$ cat src/rtl/elastic_register_pkg.sv
// Shared limits and width helper for the elastic register pipeline.
package elastic_register_pkg;

    localparam int NUM_STAGES_MAX = 16;
    localparam int DATA_WIDTH_MAX = 1024;

    // Occupancy counter width; a zero-stage pipeline still exposes a 1-bit port.
    function automatic int occ_w(input int n);
        return (n < 1) ? 1 : $clog2(n + 1);
    endfunction

endpackage

$ cat src/rtl/elastic_stage.sv
// One valid/data stage of the elastic pipeline with its ready equation.
module elastic_stage #(
    parameter int DATA_WIDTH = 8,
    parameter int RESET_DATA = 1
) (
    input  logic                  CLK,
    input  logic                  RESET,
    input  logic                  clr,
    input  logic                  up_valid,
    input  logic [DATA_WIDTH-1:0] din,
    output logic                  ready,
    input  logic                  next_ready,
    output logic                  valid,
    output logic [DATA_WIDTH-1:0] dout
);

    logic take;

    assign ready = !valid || next_ready;
    assign take  = up_valid && ready;

    always_ff @(posedge CLK) begin
        if (RESET || clr)
            valid <= 1'b0;
        else if (take)
            valid <= 1'b1;
        else if (next_ready)
            valid <= 1'b0;
    end

    // A clear drops only the valid bit; the word itself stays where it is.
    always_ff @(posedge CLK) begin
        if (RESET) begin
            if (RESET_DATA != 0)
                dout <= '0;
        end else if (!clr && take) begin
            dout <= din;
        end
    end

endmodule

$ cat src/rtl/elastic_register.sv
// Elastic valid/ready pipeline of NUM_STAGES bubble-collapsing stages.
// Optional FLUSH input enabled by defining ELASTIC_REGISTER_FLUSH_EN.
module elastic_register
    import elastic_register_pkg::*;
#(
    parameter int NUM_STAGES = 2,
    parameter int DATA_WIDTH = 8,
    parameter int RESET_DATA = 1
) (
    input  logic                             CLK,
    input  logic                             RESET,
`ifdef ELASTIC_REGISTER_FLUSH_EN
    input  logic                             FLUSH,
`endif
    input  logic                             IN_VALID,
    output logic                             IN_READY,
    input  logic [DATA_WIDTH-1:0]            DIN,
    output logic                             OUT_VALID,
    input  logic                             OUT_READY,
    output logic [DATA_WIDTH-1:0]            DOUT,
    output logic [occ_w(NUM_STAGES)-1:0]     OCCUPANCY
);

    localparam int OCC_W = occ_w(NUM_STAGES);

    logic flush;
`ifdef ELASTIC_REGISTER_FLUSH_EN
    assign flush = FLUSH;
`else
    assign flush = 1'b0;
`endif

    generate
        if (NUM_STAGES == 0) begin : g_wire
            assign DOUT      = DIN;
            assign OUT_VALID = IN_VALID;
            assign IN_READY  = OUT_READY;
            assign OCCUPANCY = '0;
        end else begin : g_pipe
            logic [NUM_STAGES:0]                 vld_pipe;
            logic [NUM_STAGES:0]                 rdy;
            logic [NUM_STAGES:0][DATA_WIDTH-1:0] dat;
            logic [OCC_W-1:0]                    occ_cnt;
            logic                                gate;

            // Nothing enters while reset or flush owns the pipeline.
            assign gate            = !RESET && !flush;
            assign vld_pipe[0]     = IN_VALID && gate;
            assign dat[0]          = DIN;
            assign rdy[NUM_STAGES] = OUT_READY;

            for (genvar i = 0; i < NUM_STAGES; i++) begin : g_stage
                elastic_stage #(
                    .DATA_WIDTH (DATA_WIDTH),
                    .RESET_DATA (RESET_DATA)
                ) u_stage (
                    .CLK        (CLK),
                    .RESET      (RESET),
                    .clr        (flush),
                    .up_valid   (vld_pipe[i]),
                    .din        (dat[i]),
                    .ready      (rdy[i]),
                    .next_ready (rdy[i+1]),
                    .valid      (vld_pipe[i+1]),
                    .dout       (dat[i+1])
                );
            end

            always_comb begin
                occ_cnt = '0;
                for (int i = 1; i <= NUM_STAGES; i++)
                    occ_cnt = occ_cnt + OCC_W'(vld_pipe[i]);
            end

            assign IN_READY  = rdy[0] && gate;
            assign OUT_VALID = vld_pipe[NUM_STAGES];
            assign DOUT      = dat[NUM_STAGES];
            assign OCCUPANCY = occ_cnt;
        end
    endgenerate

endmodule

$ cat config.mk
export PLATFORM = sky130hd
export DESIGN_NAME = elastic_register
export DESIGN_NICKNAME = d
export VERILOG_FILES = /design/src/rtl/elastic_register_pkg.sv /design/src/rtl/elastic_stage.sv /design/src/rtl/elastic_register.sv
export SDC_FILE = /design/constraint.sdc
export NUM_CORES = 1
export LEC_CHECK = 0
export CORE_MARGIN = 2
export CORE_UTILIZATION = 45
export DETAILED_ROUTE_END_ITERATION = 8
export HOLD_SLACK_MARGIN = 0.15
export PLACE_DENSITY = 0.77
export SLEW_MARGIN = 20
export SYNTH_ARGS = -nofsm -noshare
export SYNTH_HDL_FRONTEND = slang
export SYNTH_SLANG_ARGS = --single-unit
$ cat constraint.sdc
create_clock -name CLK -period 1.3 [get_ports CLK]
set_input_delay 0.195 -clock CLK [delete_from_list [all_inputs] [get_ports CLK]]
set_output_delay 0.195 -clock CLK [all_outputs]
set_load 0.05 [all_outputs]
* Yosys cells after proc, flatten, opt, wreduce, memory -nomap -nowiden
Cells that the tools add are included.
Word-level totals: output and inout port bits 12, word-level logic and storage cells 20, input port bits 12, bits in registers 18
Cells by class: $add $sub $neg 1, mux-type cells 4, reduce and logical (&&, ||, !) cells 11
Operator list (number):
- 1-bit logical AND | 4
- 1-bit two-way mux | 4
- 2-bit nonzero test | 2
- 1-bit zero test | 3
- 1-bit by 1-bit adder with 2-bit output | 1
- 1-bit logical OR | 2

* Depth between registers and ports, before layout
depth after elaboration 5, mapped depth 4, mapped depth without buffers 3

* Modules after synthesis
From an unflattened synthesis, not the netlist that was laid out.
Second synthesis, totals: cell total of the unflattened synthesis 84, area total of the unflattened synthesis 857.1 µm²
Modules (own cells, without submodules):
- elastic_stage | seq. area each 180.2 µm², area an instance 414.1 µm², cells an instance 40, times used 2
- elastic_register | seq. area each 0.0 µm², area an instance 28.8 µm², cells an instance 4, times used 1

* Worst setup path after synthesis
Ideal clock, no wire load.
path kind register to output, from register g_pipe.g_stage[1].u_stage.valid, to output IN_READY, setup slack -0.484 ns, arrival 1.589 ns, cell stages (with the launch flop) 3, cell sequence dfxtp_1 > and2b_4 > a21oi_1
On the way: longest elaborated chain between the ends 4
RTL lines:
- start, declared | RTL line elastic_stage.sv:13 | output logic valid,
- start signal, assigned | RTL line elastic_stage.sv:24 | valid <= 1'b0;
- start signal, assigned | RTL line elastic_stage.sv:26 | valid <= 1'b1;
- start signal, assigned | RTL line elastic_stage.sv:28 | valid <= 1'b0;
- 1-bit zero test | RTL line elastic_stage.sv:19 | assign ready = !valid || next_ready;
- 1-bit logical OR (2 in series) | RTL line elastic_stage.sv:19
- 1-bit logical AND | RTL line elastic_register.sv:75 | assign IN_READY = rdy[0] && gate;
- end, declared | RTL line elastic_register.sv:16 | output logic IN_READY,
Every way passes these cells.

* Worst setup path after layout
Same ends and word-level chain as after synthesis.

==> impl_results.md <==
* Initial DRT Pass Iterations at 3
* Grt peak-use layer: met2
* Final Hold Vio Count at 0
* Hold_buf cts at 0
* Initial core utilization at between 40% and 50%
* Core ar. at 0.00173 mm²
* CTS sink count at 18
* GRT met2 Usage at 29.7%
* Worst-Skew Late Latency at 280 ps
* Syn avg cell area at 10.2 µm²
* CP Cell Sequence: and2b_4, a21oi_4, buf_12
* Final setup TNS at -7.52 ps
* FF-to-FF End: g_pipe.g_stage[0].u_stage.dout[0]
* Failing checks: setup timing
* Routed WL at 1650 µm
* Cell variety after synth at 15
* Slowest CP cell: dfxtp_4
* Largest net degree at the start of global routing at 11
* Compound-Gate Fraction of Synth Area at a little under an eighth
* Nets at about 120
* H-tree lvl count at 1
* Setup Viol. Count Final at 2
* Clock Root Buffer: clkbuf_4
* Synth Area in Simple Gates at 20.2%
* Post-synthesis mux area share at 11.0%
* Critical Path Fanout Max at 3
* Ys Warns at 0
* Clk slew on worst S/H paths at 90 ps
* Vias after detailed routing at 633
* Sequential share of the synthesized area at a little over two fifths
* CP Class: reg2out
* Slew HR at 79.2%
* Xor/xnor share of the synthesized area at 0%
* Required time of the critical path at between 1000 and 1500 ps
* GR Util All Layers at between 10% and 20%
* R2R Path Start: g_pipe.g_stage[1].u_stage.valid
* Critical Path Sink Type: primary output
* Commonest non-fill, non-tap cell in the layout: dfxtp_1
* CTS Buf Count at 3
* Max Clock Freq at 766 MHz
* Critical Path Max Stage Delay at 360 ps
* Hold Crit Start: OUT_READY
* Power density cells at 932 mW/mm²
* Hold WC Path Type: in2reg
* Fillers at 124
* CTS tree: built
* Layout cell share with drive strength beyond 1 at between 40% and 50%
* DRT iter0 DRCs at 12
* Vias in the first global route at 620
* Area of the mapped netlist at 820 µm²
* Placement Cell Area at 0.00115 mm²
* Hold Path Cell Cnt at 3
* Adder-cell share of the synthesized area at under 10%
* Chip width at ~47 µm
* Final worst slack at -5.49 ps
* Synth Net Count at 93
* Die area at 0.00218 mm²
* Initial antenna violation count at 0
* VDD IR max at between 0.6 and 0.7 mV
* Routed Antenna Nets at 0
* Reg-to-reg slack, setup at 90 ps
* DRC at 0
* Post-route cell area at 0.00121 mm²
* Max cap viols at 0
* Vias per inst at around 5.0
* Worst Tran Pin Value at roughly 310 ps
* Drt wl/cell at 13.0 µm
* I/O pin cnt at 24
* Period utilization at 100%
* Most frequent cells in the layout: dfxtp_1 (16), buf_12 (11), a21oi_1 (10)
* Hold_ws at 427 ps
* Total gr overflow at 0
* Die H at 46.7 µm
* Clock buffer depth at 2
* CP Launch Type: register
* Cell row count at 15
* Final HPWL DP at 1230 µm
* GR Layer Usage met1 at 22.4%
* Static Leak at 0.000516 µW
* Register bit count reported by yosys at 18
* N_diodes at 0
* Final Wtd Congestion at between 0.6 and 0.7
* Area grow syn2layout at 47.2%
* Setup Skew at about 2.0 ps
* Result of the run: complete, but fails checks
* Worst Reg-to-Reg Cells at 4
* Data arrival time of the worst path at 1110 ps
* Largest family of logic cells by synthesized area: simple AND/OR/NAND/NOR gates
* First-pass GRT wire length at around 2700 µm
* Mapped Cells at 80
* Unrepaired setup endpoints after global routing: yes
* Max-slew violations at 0
* PortBufs at 23
* Final min period at approximately 1300 ps
* Met3 Track Usage GR at 4.31%
* WHS Endpoint: g_pipe.g_stage[0].u_stage.valid
cell usage after synthesis, drive strengths merged:
master	count	area, µm²
mux2	8	90.1
dfxtp	18	360
nand3b	2	40.0
o21ai	8	40.0
inv	2	7.51
nand3	8	40.0
buf	12	88.8
ha	1	12.5
a21oi	11	55.1
and2b	9	78.8
nand2b	1	6.26
what timing repair did:
| action | in CTS | in global routing |
|---|---|---|
| pin swaps | 1 | 0 |
| resized for setup | 6 | 0 |
| buffers inserted | 3 | 0 |
| endpoints found under the setup margin | 2 | 2 |
| cloned | 0 | 0 |
worst max-delay path by stage:
stage,cells after the start,to,from,slack [ps]
after detailed placement,4,g_pipe.g_stage[0].u_stage.dout[3],RESET,-150
after CTS,3,IN_READY,g_pipe.g_stage[1].u_stage.valid,-10
after global placement,4,g_pipe.g_stage[0].u_stage.dout[4],RESET,-120
after floorplan,3,g_pipe.g_stage[0].u_stage.dout[0],g_pipe.g_stage[1].u_stage.valid,70
after global routing,3,IN_READY,g_pipe.g_stage[1].u_stage.valid,-50
final,3,IN_READY,g_pipe.g_stage[1].u_stage.valid,-5
stage by stage:
| stage | utilization (%) | power, µW | worst slack [ps] | std cells |
|---|---|---|---|---|
| after floorplan | - | 760 | 73.2 | 80 |
| after CTS | 69.9 | 1130 | -13.8 | 127 |
| after global routing | 69.9 | 1180 | -45.1 | 127 |
| final | 69.9 | 1120 | -5.49 | 127 |
| after detailed placement | 66.7 | 863 | -146 | 121 |
| after global placement | 66.7 | 855 | -124 | 121 |
worst max-delay path, delay by kind of cell, from the launching register on:
kind            cells  cell delay (ps)
compound gates      1              140
buf+inv             1              150
flops               1              360
simple gates        1              170
where the power goes:
group | switching (µW) | total [µW] | internal [µW] | leakage, µW
clock network | 157 | 264 | 108 | 0.0000138
registers | 20.9 | 602 | 582 | 0.000149
logic | 119 | 257 | 139 | 0.000353
total | 296 | 1120 | 828 | 0.000516
layout make-up:
type / instances / area [µm²] / share of cell area [%]
timing repair buffer: 31 / 403 / 33.4
tap: 25 / 31.3 / 2.59
multi-input combinational: 48 / 377 / 31.2
clock buffer: 3 / 22.5 / 1.87
inverter: 2 / 7.51 / 0.622
sequential: 18 / 365 / 30.3
layer usage:
| metal | share of wire, % | up-vias |
|---|---|---|
| met5 | 0 | - |
| met4 | 2.8 | 0 |
| met3 | 2.7 | 6 |
| met2 | 51 | 18 |
| met1 | 44 | 297 |
| li1 | - | 312 |
sequential cells by signal, summed over array words and instances (netlist names):
name,cells
g_pipe.g_stage.u_stage.dout,16
g_pipe.g_stage.u_stage.valid,2
kinds of logic after synthesis:
family / after synthesis
mux: 8
simple gates: 20
fa+ha+maj: 1
compound gates: 19
flops: 18
buf+inv: 14
(Power assumes the default switching activity.)
